===== src/rtl/rv32i_pkg.sv =====
// rv32i_pkg: constants and types shared across the RV32I core.
//   XLEN             - architectural register/address width
//   NOP_INSTR        - canonical NOP (addi x0, x0, 0)
//   DEFAULT_RESET_PC - PC of the first fetch after reset unless overridden
//   OPC_*            - major opcodes used by decode and fetch-side checks
//   fetch_entry_t    - {pc, instr} pair carried from fetch to decode
//   align_word()     - clears the byte-offset bits of an address
package rv32i_pkg;

  localparam int          XLEN             = 32;
  localparam logic [31:0] NOP_INSTR        = 32'h0000_0013;
  localparam logic [31:0] DEFAULT_RESET_PC = 32'h0000_0000;

  localparam logic [6:0] OPC_BRANCH = 7'b1100011;
  localparam logic [6:0] OPC_LOAD   = 7'b0000011;
  localparam logic [6:0] OPC_STORE  = 7'b0100011;
  localparam logic [6:0] OPC_OP     = 7'b0110011;
  localparam logic [6:0] OPC_OP_IMM = 7'b0010011;

  typedef struct packed {
    logic [XLEN-1:0] pc;
    logic [XLEN-1:0] instr;
  } fetch_entry_t;

  function automatic logic [XLEN-1:0] align_word(input logic [XLEN-1:0] addr);
    return {addr[XLEN-1:2], 2'b00};
  endfunction

endpackage


===== src/rtl/fetch_fifo.sv =====
// fetch_fifo: synchronous prefetch FIFO of {pc, instr} entries.
//   clk, rst  - clock, synchronous active-high reset (empties the FIFO)
//   push      - write wdata this cycle
//   pop       - discard head this cycle (ignored when empty)
//   flush     - empty the FIFO; overrides push and pop in the same cycle
//   wdata     - entry to write
//   rdata     - current head entry (meaningful only when !empty)
//   count     - number of stored entries
//   full      - count == DEPTH
//   empty     - count == 0
// DEPTH must be a power of two >= 2 so the pointers wrap naturally.
module fetch_fifo
  import rv32i_pkg::*;
#(
  parameter int DEPTH = 2
) (
  input  logic                   clk,
  input  logic                   rst,
  input  logic                   push,
  input  logic                   pop,
  input  logic                   flush,
  input  fetch_entry_t           wdata,
  output fetch_entry_t           rdata,
  output logic [$clog2(DEPTH):0] count,
  output logic                   full,
  output logic                   empty
);

  localparam int AW = $clog2(DEPTH);
  localparam int CW = AW + 1;
  localparam logic [CW-1:0] LP_FULL = CW'(DEPTH);

  fetch_entry_t  r_mem [DEPTH];
  logic [AW-1:0] r_wr_ptr;
  logic [AW-1:0] r_rd_ptr;
  logic [CW-1:0] r_count;
  logic          w_do_push;
  logic          w_do_pop;

  assign w_do_push = push & ~flush;
  assign w_do_pop  = pop & ~flush & (r_count != '0);

  always_ff @(posedge clk) begin
    if (rst || flush) begin
      r_wr_ptr <= '0;
      r_rd_ptr <= '0;
      r_count  <= '0;
    end else begin
      if (w_do_push) r_wr_ptr <= r_wr_ptr + AW'(1);
      if (w_do_pop)  r_rd_ptr <= r_rd_ptr + AW'(1);
      case ({w_do_push, w_do_pop})
        2'b10:   r_count <= r_count + CW'(1);
        2'b01:   r_count <= r_count - CW'(1);
        default: r_count <= r_count;
      endcase
    end
  end

  // Storage carries no reset; only the pointers/count define validity.
  always_ff @(posedge clk) begin
    if (w_do_push && !rst) r_mem[r_wr_ptr] <= wdata;
  end

  assign rdata = r_mem[r_rd_ptr];
  assign count = r_count;
  assign full  = (r_count == LP_FULL);
  assign empty = (r_count == '0);

  // The fetch credit scheme must never let a response land in a full FIFO.
  a_no_overflow: assert property (@(posedge clk) disable iff (rst) !(push && !flush && full));

endmodule


===== src/rtl/instr_fetch.sv =====
// instr_fetch: RV32I instruction fetch stage.
//   clk, rst                        - clock, synchronous active-high reset
//   imem_req_valid/ready/addr       - word request channel to instruction memory
//   imem_rsp_valid/data             - in-order responses, latency >= 1, no back-pressure
//   redirect_valid/pc               - taken branch/jump from execute; flushes the stage
//   instr_valid/ready, Instr/instr_pc - {instruction, pc} handshake to decode
// Handshakes: a transfer happens in a cycle where valid and ready are both 1.
// valid never depends on ready. imem_req_valid may drop without a transfer
// (redirect), so the memory must not assume a valid request stays up.
// Credits: a request is issued only while outstanding + fifo_count < FIFO_DEPTH,
// which reserves a FIFO slot for every in-flight response.
module instr_fetch
  import rv32i_pkg::*;
#(
  parameter logic [31:0] RESET_PC   = DEFAULT_RESET_PC,
  parameter int          FIFO_DEPTH = 2
) (
  input  logic        clk,
  input  logic        rst,
  output logic        imem_req_valid,
  input  logic        imem_req_ready,
  output logic [31:0] imem_req_addr,
  input  logic        imem_rsp_valid,
  input  logic [31:0] imem_rsp_data,
  input  logic        redirect_valid,
  input  logic [31:0] redirect_pc,
  output logic        instr_valid,
  input  logic        instr_ready,
  output logic [31:0] Instr,
  output logic [31:0] instr_pc
);

  localparam int            CW       = $clog2(FIFO_DEPTH) + 1;
  localparam logic [CW:0]   LP_DEPTH = (CW+1)'(FIFO_DEPTH);

  logic [31:0]   r_fetch_pc;
  logic [CW-1:0] r_outstanding;
  logic [CW-1:0] r_drop_cnt;

  logic [CW-1:0] w_fifo_count;
  logic          w_fifo_full;
  logic          w_fifo_empty;
  fetch_entry_t  w_head;
  fetch_entry_t  w_wr_entry;
  logic [CW:0]   w_credit_used;
  logic          w_req_accept;
  logic          w_push;
  logic          w_pop;
  logic [CW-1:0] w_rsp_dec;
  logic [CW-1:0] w_acc_inc;
  logic [31:0]   w_rsp_pc;

  assign w_credit_used  = {1'b0, r_outstanding} + {1'b0, w_fifo_count};
  assign imem_req_valid = ~rst & ~redirect_valid & (w_credit_used < LP_DEPTH);
  assign imem_req_addr  = rst ? RESET_PC : r_fetch_pc;
  assign w_req_accept   = imem_req_valid & imem_req_ready;

  assign w_rsp_dec = {{(CW-1){1'b0}}, imem_rsp_valid};
  assign w_acc_inc = {{(CW-1){1'b0}}, w_req_accept};

  // The oldest in-flight request sits outstanding words behind fetch_pc.
  assign w_rsp_pc   = r_fetch_pc - {{(30-CW){1'b0}}, r_outstanding, 2'b00};
  assign w_wr_entry = '{pc: w_rsp_pc, instr: imem_rsp_data};

  // Stale responses (drop_cnt > 0) and the response of a redirect cycle are discarded.
  assign w_push = ~rst & imem_rsp_valid & (r_drop_cnt == '0) & ~redirect_valid;
  assign w_pop  = instr_valid & instr_ready;

  fetch_fifo #(.DEPTH(FIFO_DEPTH)) u_fifo (
    .clk   (clk),
    .rst   (rst),
    .push  (w_push),
    .pop   (w_pop),
    .flush (redirect_valid),
    .wdata (w_wr_entry),
    .rdata (w_head),
    .count (w_fifo_count),
    .full  (w_fifo_full),
    .empty (w_fifo_empty)
  );

  // Gated by rst so the outputs are clean during the first reset cycle too.
  assign instr_valid = ~rst & ~w_fifo_empty;
  assign Instr       = instr_valid ? w_head.instr : NOP_INSTR;
  assign instr_pc    = instr_valid ? w_head.pc    : 32'h0;

  always_ff @(posedge clk) begin
    if (rst) begin
      r_fetch_pc    <= RESET_PC;
      r_outstanding <= '0;
      r_drop_cnt    <= '0;
    end else if (redirect_valid) begin
      // Everything still in flight after this edge is stale.
      r_fetch_pc    <= align_word(redirect_pc);
      r_outstanding <= r_outstanding - w_rsp_dec;
      r_drop_cnt    <= r_outstanding - w_rsp_dec;
    end else begin
      if (w_req_accept) r_fetch_pc <= r_fetch_pc + 32'd4;
      r_outstanding <= r_outstanding + w_acc_inc - w_rsp_dec;
      if (imem_rsp_valid && (r_drop_cnt != '0)) r_drop_cnt <= r_drop_cnt - CW'(1);
    end
  end

  a_drop_le_out: assert property (@(posedge clk) disable iff (rst) r_drop_cnt <= r_outstanding);

endmodule


===== config.mk =====
export PLATFORM = sky130hd
export DESIGN_NAME = instr_fetch
export DESIGN_NICKNAME = d
export VERILOG_FILES = /design/src/rtl/rv32i_pkg.sv /design/src/rtl/fetch_fifo.sv /design/src/rtl/instr_fetch.sv
export SDC_FILE = /design/constraint.sdc
export NUM_CORES = 1
export LEC_CHECK = 0
export ABC_AREA = 1
export BUFFER_PORTS_ARGS = -buffer_cell sky130_fd_sc_hd__buf_2
export CAP_MARGIN = 20
export CORE_ASPECT_RATIO = 0.75
export CORE_MARGIN = 5
export CORE_UTILIZATION = 56
export CTS_CLUSTER_SIZE = 8
export DETAILED_ROUTE_END_ITERATION = 6
export GPL_TIMING_DRIVEN = 0
export PLACE_DENSITY_LB_ADDON = 0.08
export SYNTH_ARGS = -nofsm -noshare
export SYNTH_HDL_FRONTEND = slang
export SYNTH_SLANG_ARGS = --single-unit
export TNS_END_PERCENT = 30

===== constraint.sdc =====
create_clock -name clk -period 5.4 [get_ports clk]
set_clock_uncertainty 0.15 [all_clocks]
set_input_delay 0.27 -clock clk [delete_from_list [all_inputs] [get_ports clk]]
set_output_delay 0.27 -clock clk [all_outputs]
set_load 0.03 [all_outputs]

==> summary.md, run 1 <==
| Metric | Value |
|---|---|
| Dominant synthesized flop cell | `edfxtp_1` |
| Leakage | `4.91 nW` |
| Post-route clock period utilization | `52.8%` |
| DR WL met2 | `9390 microns` |
| Fin area | `10700 sq um` |
| Via count | `7068` |
| CP max FO | `10` |
| Sw Ratio | `27.0%` |
| Rows | `39` |
| Flop pwr share | `48.8%` |
| Max-slew headroom | `29.8%` |
| Fin. max-slew vios | `0` |
| ANT nets after route | `0` |
| WS Path Type | `reg -> out` |
| Final hold violations | `0` |
| Clk Latency, worst-skew pair | `0.42 ns` |
| Die Wd | `153 microns` |
| Total power | `2.93 mW` |
| Core area | `15100 sq um` |
| Final Util | `70.4%` |
| Final HPWL from detailed placement | `15600 microns` |
| Hold Path Origin | `redirect_pc[4]` |
| Largest net degree at the start of global routing | `33` |
| First-pass GRT wire length | `34100 microns` |
| Reg2Reg Depth | `12` |
| Number of enable flip-flop cells after synthesis | `124` |
| Clock network power share | `38.7%` |
| TNS Setup | `0 ns` |
| Area share of the leading cell type in the synthesized netlist | `43.5%` |
| Status | `complete, no violations` |
| All-Layer GR Usage | `24.1%` |
| Routed Wire Length | `21400 microns` |
| Avg WL per Cell | `15.4 microns` |
| Comb pwr share | `12.5%` |
| Worst r2r src | `r_outstanding[0]$_SDFF_PP0_` |
| Starting Density | `56.6%` |
| Met1 WL | `10200 microns` |
| Syn avg cell area | `9.05 sq um` |
| WP data arrival | `2.43 ns` |
| Post-CTS sizing | `0` |
| Final worst path period need | `2.85 ns` |
| Gate Count Post-Synth | `947` |
| Die area | `17900 sq um` |
| Total CTS buffers | `17` |
| RSZ-0062 raised after global routing | `false` |
| GRT overflow | `0` |
| Top post-synthesis cells by count | `211 x nand2_1, 138 x inv_1, 124 x edfxtp_1` |
| CTS max path bufs | `2` |
| Vias/cell | `5.09` |
| Top-Level Pins | `168` |
| H-tree depth reported by CTS | `4` |
| Final setup fails | `0` |
| Worst min path class | `in -> reg` |
| Req. time, crit path | `4.98 ns` |
| Top sig layer | `met4` |
| Vias in the first global route | `6758` |
| Clk pin slew, worst setup/hold paths | `0.07 ns` |
| PwrDens | `275 nW/um^2` |
| Hold WS | `0.0146 ns` |
| Setup crit start kind | `flop` |
| Yosys cell types | `43` |
| CTS tree | `done` |
| Critical Path Sink Type | `output port` |
| Root buf cell | `clkbuf_16` |
| Most frequent cell after synthesis | `nand2_1` |
| Hold depth | `3` |
| GPL Wtd Cong | `0.910` |
| Tightest Pin Transition | `1.05 ns` |
| Port buffer count | `160` |
| Antenna diodes | `0` |
| Synthesis-to-layout area growth | `24.3%` |
| Initial DRT Pass Iterations | `5` |
| Maximum clock rate | `0.350 GHz` |
| Dominant cells by area after synthesis | `edfxtp_1 43%, nand2_1 9.2%, dfxtp_1 9.1%, mux2_2 7.8%, inv_1 6.0%` |
| Mapped Area | `8570 sq um` |
| Fin nets | `1250` |
| WL met3 | `1550 microns` |
| Yosys warnings | `0` |
| DR DRC count | `0` |
| CTS sink count | `163` |
| Placed Area | `9730 sq um` |
| Total net switching power | `789 uW` |
| P_int | `2.14 mW` |
| Fill cell count | `1230` |
| Die H | `117 microns` |
| MaxCap Viol Count | `0` |
| Ratio of cells with drive above 1 in the final layout | `26.5%` |
| Async SR Flop Fraction | `0%` |
| Crit path launch | `u_fifo.count[0]$_SDFFE_PP0P_` |
| Peak VDD IR | `0.000222 V` |
| Initial antenna violation count | `0` |
| Post-synthesis register bit count | `163` |
| Fraction of the yosys area taken by sequential cells | `52.6%` |
| Synth area leader | `edfxtp_1` |
| Setup Fix Bufs, Post-CTS | `0` |
| Initial DRC count | `539` |
[kinds of logic (layout without fill, tap and decap cells)]
family,after synthesis,after routing,synth area share [%]
simple gates,424,424,21.5
buf+inv,181,414,8.57
flops,163,163,52.6
compound gates,81,81,5.07
mux,59,59,7.75
xor+xnor,28,28,2.86
fa+ha+maj,10,10,1.64
other cells,1,4,0.0438
[cell usage in the layout (no fill, tap or decap), types with 11 or more instances in the layout]
| cell type | synthesis | layout |
|---|---|---|
| xor2_1 | 28 | 28 |
| mux2_2 | 59 | 59 |
| nand2_1 | 211 | 211 |
| clkbuf_1 | 10 | 11 |
| clkbuf_16 | 0 | 17 |
| buf_2 | 23 | 183 |
| nand3_1 | 49 | 49 |
| o21ai_0 | 33 | 33 |
| nor2_1 | 117 | 115 |
| inv_1 | 138 | 138 |
| dlygate4sd3_1 | 0 | 37 |
| edfxtp_1 | 124 | 124 |
| a21oi_1 | 28 | 28 |
| dfxtp_1 | 39 | 39 |
[final cells by class]
class	count	area, sq um	share of cell area [%]
multi-input combinational	606	3360	31.5
inverter	141	529	4.97
timing repair buffer	201	1250	11.7
tap	205	256	2.41
sequential	163	4500	42.3
clock inverter	14	123	1.15
buffer	40	205	1.93
clock buffer	18	429	4.03
[repair_timing]
action / in CTS / in global routing
hold endpoints to repair: 69 / 0
setup endpoints to repair: 0 / 0
hold buffers: 37 / 0
[critical path: stages, from the launching register on]
cell	delay, ns
dfxtp_1	0.41
nor2_1	0.08
nor2_1	0.79
buf_2	0.37
nand2_1	0.08
inv_1	0.06
buf_2	0.20
[final timing paths]
| kind | to | slack [ns] |
|---|---|---|
| hold reg to reg | u_fifo.r_rd_ptr$_SDFFE_PP0P_ | 0.36 |
| setup reg to reg | r_outstanding[1]$_SDFF_PP0_ | 2.71 |
| hold / removal | r_fetch_pc[4]$_SDFFE_PP0P_ | 0.01 |
| setup / recovery | instr_pc[13] | 2.55 |
[per-stage QoR]
stage | setup slack (ns) | cells
floorplan | 1.42 | 950
global placement | -0.246 | 1315
detailed placement | 2.70 | 1319
CTS | 2.50 | 1388
global route | 2.40 | 1388
finish | 2.55 | 1388
[power groups by stage]
| stage | clock network [mW] | registers, mW | logic (mW) |
|---|---|---|---|
| after detailed placement | 0 | 1.45 | 0.341 |
| after CTS | 1.14 | 1.43 | 0.364 |
| after floorplan | 0 | 1.45 | 0.236 |
| after global placement | 0 | 1.46 | 0.330 |
| after global routing | 1.20 | 1.43 | 0.406 |
| final | 1.13 | 1.43 | 0.366 |
[per-layer routing]
metal	vias to the layer above	global-route usage, %
met5	-	0
met1	3270	34.3
met2	264	38.1
met4	0	5.04
li1	3510	-
met3	24	5.99
[sequential cells by signal (all words and copies together) (netlist names), named ones only]
signal           count
u_fifo.r_mem       124
r_fetch_pc          30
r_drop_cnt           2
r_outstanding        2
u_fifo.count         2
u_fifo.r_rd_ptr      1
u_fifo.r_wr_ptr      1
Note: power is estimated with default switching activity, not from simulation.
==> inputs of run 2 (changes only) <==
--- a/config.mk
+++ b/config.mk
@@ -10,7 +10,7 @@
 export CAP_MARGIN = 20
 export CORE_ASPECT_RATIO = 0.75
 export CORE_MARGIN = 5
-export CORE_UTILIZATION = 56
+export CORE_UTILIZATION = 50
 export CTS_CLUSTER_SIZE = 8
 export DETAILED_ROUTE_END_ITERATION = 6
 export GPL_TIMING_DRIVEN = 0
==> constraint.sdc (replaced) <==
create_clock -name clk -period 2.6 [get_ports clk]
set_clock_uncertainty 0.15 [all_clocks]
set_input_delay 0.13 -clock clk [delete_from_list [all_inputs] [get_ports clk]]
set_output_delay 0.13 -clock clk [all_outputs]
set_load 0.03 [all_outputs]
==> summary.md, run 2 (synthesized netlist as in run 1, its figures left out) <==
| Metric | Value |
|---|---|
| Peak VDD IR | `0.000404 V` |
| Final setup fails | `0` |
| Synthesis-to-layout area growth | `28.9%` |
| Clk pin slew, worst setup/hold paths | `0.06 ns` |
| CTS sink count | `163` |
| Final hold violations | `0` |
| Sw Ratio | `26.4%` |
| Most frequent cells in the layout | `211 x nand2_1, 183 x buf_2, 137 x inv_1` |
| Max reg flops | `124` |
| Initial antenna violation count | `0` |
| GRT overflow | `0` |
| Leakage | `5.05 nW` |
| Die H | `123 microns` |
| DR DRC count | `0` |
| Maximum clock rate | `0.396 GHz` |
| Max-slew headroom | `43.7%` |
| MaxCap Viol Count | `0` |
| Clock network power share | `37.6%` |
| Flop pwr share | `48.9%` |
| Fin nets | `1287` |
| Die Wd | `161 microns` |
| Final worst path period need | `2.53 ns` |
| Worst min path class | `in -> reg` |
| Antenna diodes | `0` |
| Die area | `19900 sq um` |
| PwrDens | `549 nW/um^2` |
| Initial DRT Pass Iterations | `6` |
| Commonest non-fill, non-tap cell in the layout | `nand2_1` |
| Root buf cell | `clkbuf_16` |
| Total CTS buffers | `17` |
| Top-Level Pins | `168` |
| Vias/cell | `4.92` |
| Reg with most FFs | `u_fifo.r_mem` |
| Setup crit start kind | `flop` |
| TNS Setup | `0 ns` |
| Comb pwr share | `13.5%` |
| Largest net degree at the start of global routing | `33` |
| GPL Wtd Cong | `0.928` |
| Setup slack after layout | `0.0724 ns` |
| Starting Density | `50.9%` |
| Vias in the first global route | `6807` |
| Rows | `41` |
| H-tree depth reported by CTS | `4` |
| CTS tree | `done` |
| Largest regs | `u_fifo.r_mem: 124 flops, r_fetch_pc: 30 flops` |
| Hold WS | `0.0540 ns` |
| Clk Latency, worst-skew pair | `0.42 ns` |
| WS Path Type | `reg -> reg` |
| Routed Wire Length | `21900 microns` |
| Core area | `16800 sq um` |
| Req. time, crit path | `2.76 ns` |
| Critical Path Sink Type | `flop` |
| Avg WL per Cell | `15.2 microns` |
| Initial DRC count | `579` |
| WP data arrival | `2.69 ns` |
| Ratio of cells with drive above 1 in the final layout | `27.0%` |
| Via count | `7063` |
| Final HPWL from detailed placement | `15400 microns` |
| Total net switching power | `1.60 mW` |
| Status | `complete, no violations` |
| Dpl ws | `-0.0580 ns` |
| P_int | `4.46 mW` |
| All-Layer GR Usage | `22.1%` |
| CP max FO | `7` |
| Post-route clock period utilization | `97.2%` |
| CTS max path bufs | `2` |
| Fin. max-slew vios | `0` |
| Total power | `6.06 mW` |
| Port buffer count | `160` |
| Fill cell count | `1434` |
| Tightest Pin Transition | `0.844 ns` |
| ANT nets after route | `0` |
| First-pass GRT wire length | `34400 microns` |
-- run 2: cell type report --
type                    count  area (sq um)  area share, %
multi-input cells         607          3400           30.8
inverters                 141           536           4.85
well taps                 215           269           2.44
clock inverters            13           104          0.941
repair buffers            237          1580           14.3
flip-flops and latches    163          4510           40.9
clock buffers              19           433           3.92
plain buffers              40           205           1.86
-- run 2: stage by stage --
step	cells	util, %	instance area, sq um
after detailed placement	1328	57.8	9720
final	1435	65.6	11000
after global routing	1435	65.6	11000
after CTS	1427	65.0	10900
after floorplan	950	-	8580
after global placement	1325	57.4	9650
-- run 2: what timing repair did --
item,CTS,global route
buffers inserted,0,7
setup endpoints to repair,61,36
hold buffers,67,0
pin swaps,0,6
gates resized for setup,5,10
cloned,0,1
hold endpoints to repair,98,0
-- run 2: path summary, 6_finish.rpt --
path,startpoint,endpoint,slack [ns],cells after the start
worst min-delay path,imem_req_ready,r_fetch_pc[2]$_SDFFE_PP0P_,0.05,4
worst max register to register,r_outstanding[0]$_SDFF_PP0_,r_fetch_pc[4]$_SDFFE_PP0P_,0.07,10
worst min register to register,u_fifo.r_rd_ptr$_SDFFE_PP0P_,u_fifo.r_rd_ptr$_SDFFE_PP0P_,0.35,2
worst max-delay path,r_outstanding[0]$_SDFF_PP0_,r_fetch_pc[4]$_SDFFE_PP0P_,0.07,10
-- run 2: routing by layer --
metal  track usage, %  share of wire (%)  vias up
li1                 -                  -     3581
met1             31.0                 48     3236
met2             35.5                 45      231
met3             4.60                5.7       15
met4             5.43               0.98        0
met5                0                  0        -
-- run 2: power by group through the flow --
stage,Clock [mW],Combinational [mW],Sequential (mW)
final,2.28,0.820,2.96
after detailed placement,0,0.709,3.02
after CTS,2.32,0.793,2.96
after global routing,2.43,0.908,2.97
after floorplan,0,0.491,3.00
after global placement,0,0.695,3.02
-- run 2: critical path, stage by stage (launching register included) --
cell and delay, ns:
dfxtp_4 0.35, nand2_1 0.06, inv_1 0.05, fa_1 0.49, nor2_2 0.16, nand3_4 0.14, nand2_4 0.16, clkinvlp_4 0.14
nand2_1 0.07, o21ai_0 0.06, dlygate4sd3_1 0.58
==> inputs of run 3 (changes only) <==
--- a/config.mk
+++ b/config.mk
@@ -10,12 +10,13 @@
 export CAP_MARGIN = 20
 export CORE_ASPECT_RATIO = 0.75
 export CORE_MARGIN = 5
-export CORE_UTILIZATION = 50
+export CORE_UTILIZATION = 51
 export CTS_CLUSTER_SIZE = 8
 export DETAILED_ROUTE_END_ITERATION = 6
 export GPL_TIMING_DRIVEN = 0
 export PLACE_DENSITY_LB_ADDON = 0.08
 export SYNTH_ARGS = -nofsm -noshare
 export SYNTH_HDL_FRONTEND = slang
+export SYNTH_HIERARCHICAL = 1
 export SYNTH_SLANG_ARGS = --single-unit
 export TNS_END_PERCENT = 30
==> summary.md, run 3 <==
| Metric | Value |
|---|---|
| Top-Level Pins | `168` |
| CTS max path bufs | `2` |
| Peak VDD IR | `0.000417 V` |
| Max-slew headroom | `52.1%` |
| Critical-path cell list | `nand2_1 -> inv_2 -> fa_2 -> nor2_4 -> nand3_4 -> ha_4 -> inv_1 -> ha_2 -> xor2_1 -> or2_2 -> nand3_2 -> a21oi_1` |
| Initial antenna violation count | `0` |
| Via count | `7280` |
| Avg WL per Cell | `15.7 microns` |
| Largest net degree at the start of global routing | `30` |
| Worst r2r src | `u_fifo/count[0]$_SDFFE_PP0P_` |
| WS Path Type | `reg -> reg` |
| Leakage | `5.22 nW` |
| Total power | `6.16 mW` |
| CP max FO | `5` |
| Vias in the first global route | `7068` |
| Clk pin slew, worst setup/hold paths | `0.07 ns` |
| Clk Latency, worst-skew pair | `0.43 ns` |
| Crit path launch | `u_fifo/count[0]$_SDFFE_PP0P_` |
| Fin nets | `1311` |
| Max reg flops | `128` |
| Critical Path Sink Type | `flop` |
| First-pass GRT wire length | `36900 microns` |
| Final HPWL from detailed placement | `17000 microns` |
| Die Wd | `164 microns` |
| Synthesis-to-layout area growth | `28.6%` |
| Post-route clock period utilization | `96.0%` |
| Mapped Area | `9030 sq um` |
| Initial DRC count | `521` |
| Setup crit start kind | `flop` |
| H-tree depth reported by CTS | `4` |
| Vias/cell | `4.90` |
| GRT overflow | `0` |
| Die H | `125 microns` |
| CTS tree | `done` |
| GPL Wtd Cong | `0.928` |
| DR DRC count | `0` |
| Final hold violations | `0` |
| MaxCap Viol Count | `0` |
| Commonest non-fill, non-tap cell in the layout | `nor2_1` |
| Routed Wire Length | `23300 microns` |
| CP max stage delay | `0.46 ns` |
| Tightest Pin Transition | `0.718 ns` |
| Total CTS buffers | `17` |
| Fin. max-slew vios | `0` |
| Final setup fails | `0` |
| Die area | `20500 sq um` |
| WP data arrival | `2.63 ns` |
| Placed Area | `10300 sq um` |
| ANT nets after route | `0` |
| Root buf cell | `clkbuf_16` |
| Antenna diodes | `0` |
| Req. time, crit path | `2.74 ns` |
| Maximum clock rate | `0.401 GHz` |
| Most frequent cells in the layout | `181 x nor2_1, 173 x buf_2, 167 x nand2_1` |
| Hold Path Origin | `rst` |
| Initial DRT Pass Iterations | `5` |
| Syn avg cell area | `9.30 sq um` |
| CP max stage cell | `fa_2` |
| CP top delay family | `adder cells` |
| Reg with most FFs | `u_fifo/r_mem` |
| Rows | `42` |
| Final worst path period need | `2.49 ns` |
| All-Layer GR Usage | `23.1%` |
| Hold WS | `0.0228 ns` |
| Buffers and inverters on the worst path | `2` |
| Final Util | `66.4%` |
| Core area | `17500 sq um` |
| Starting Density | `51.6%` |
| Fin area | `11600 sq um` |
| RSZ-0062 raised after global routing | `true` |
| Yosys warnings | `6` |
| Ratio of cells with drive above 1 in the final layout | `26.0%` |
| Largest regs | `u_fifo/r_mem: 128 flops, r_fetch_pc: 30 flops` |
| Status | `complete, no violations` |
| CTS sink count | `167` |
| PwrDens | `530 nW/um^2` |
| Gate Count Post-Synth | `971` |
| Worst min path class | `in -> reg` |
| Flop2flop setup slack | `0.11 ns` |
| Port buffer count | `163` |
run 3: metrics by stage:
| step | cells | setup TNS (ns) | setup slack (ns) |
|---|---|---|---|
| 2_1_floorplan | 976 | -19.20 | -0.300 |
| 5_1_grt | 1486 | -0.000997 | -0.000997 |
| 3_3_place_gp | 1381 | -103.64 | -1.27 |
| 3_5_place_dp | 1387 | -0.298 | -0.271 |
| 4_1_cts | 1484 | 0 | 0.0142 |
| 6_report | 1486 | 0 | 0.105 |
run 3: timing repair:
action	CTS	global route
setup buffers	2	2
gates resized for setup	6	14
hold buffers	63	0
endpoints found under the setup margin	15	20
endpoints found under the hold margin	96	0
pin swaps	2	0
run 3: worst paths after layout:
path	endpoint	cells past startpoint
worst min register to register	u_fifo/r_wr_ptr$_SDFFE_PP0P_	2
worst max register to register	r_outstanding[1]$_SDFF_PP0_	12
worst min-delay path	u_fifo/count[1]$_SDFFE_PP0P_	4
worst max-delay path	r_outstanding[1]$_SDFF_PP0_	12
run 3: metal layers:
layer / track usage, % / up-vias / part of all wire (%)
met3: 5.00 / 22 / 6.8
met1: 32.5 / 3371 / 46
li1: - / 3648 / -
met2: 36.5 / 239 / 46
met5: 0 / - / 0
met4: 5.82 / 0 / 1.3
run 3: report_power, final:
group	leakage [nW]	total, mW	internal [mW]	switching (mW)
combinational	3.46	0.740	0.286	0.454
clock	0.268	2.43	1.27	1.16
sequential	1.49	2.99	2.94	0.0487
run 3: layout make-up:
cell class | instances | area [sq um]
fillers | 1461 | 5880
flip-flops and latches | 167 | 4630
multi-input cells | 618 | 3630
repair buffers | 236 | 1620
inverters | 153 | 574
clock buffers | 18 | 429
well taps | 242 | 303
plain buffers | 38 | 285
clock inverters | 14 | 139
run 3: worst register-to-register path, delay by kind of cell (launching register included):
| kind | cells | cell delay (ns) |
|---|---|---|
| AND/OR/NAND/NOR | 5 | 0.65 |
| buffers and inverters | 2 | 0.08 |
| AO/OA/AOI/OAI | 1 | 0.07 |
| XOR/XNOR | 1 | 0.14 |
| flip-flops | 1 | 0.37 |
| adder cells (fa/ha/maj) | 3 | 0.89 |
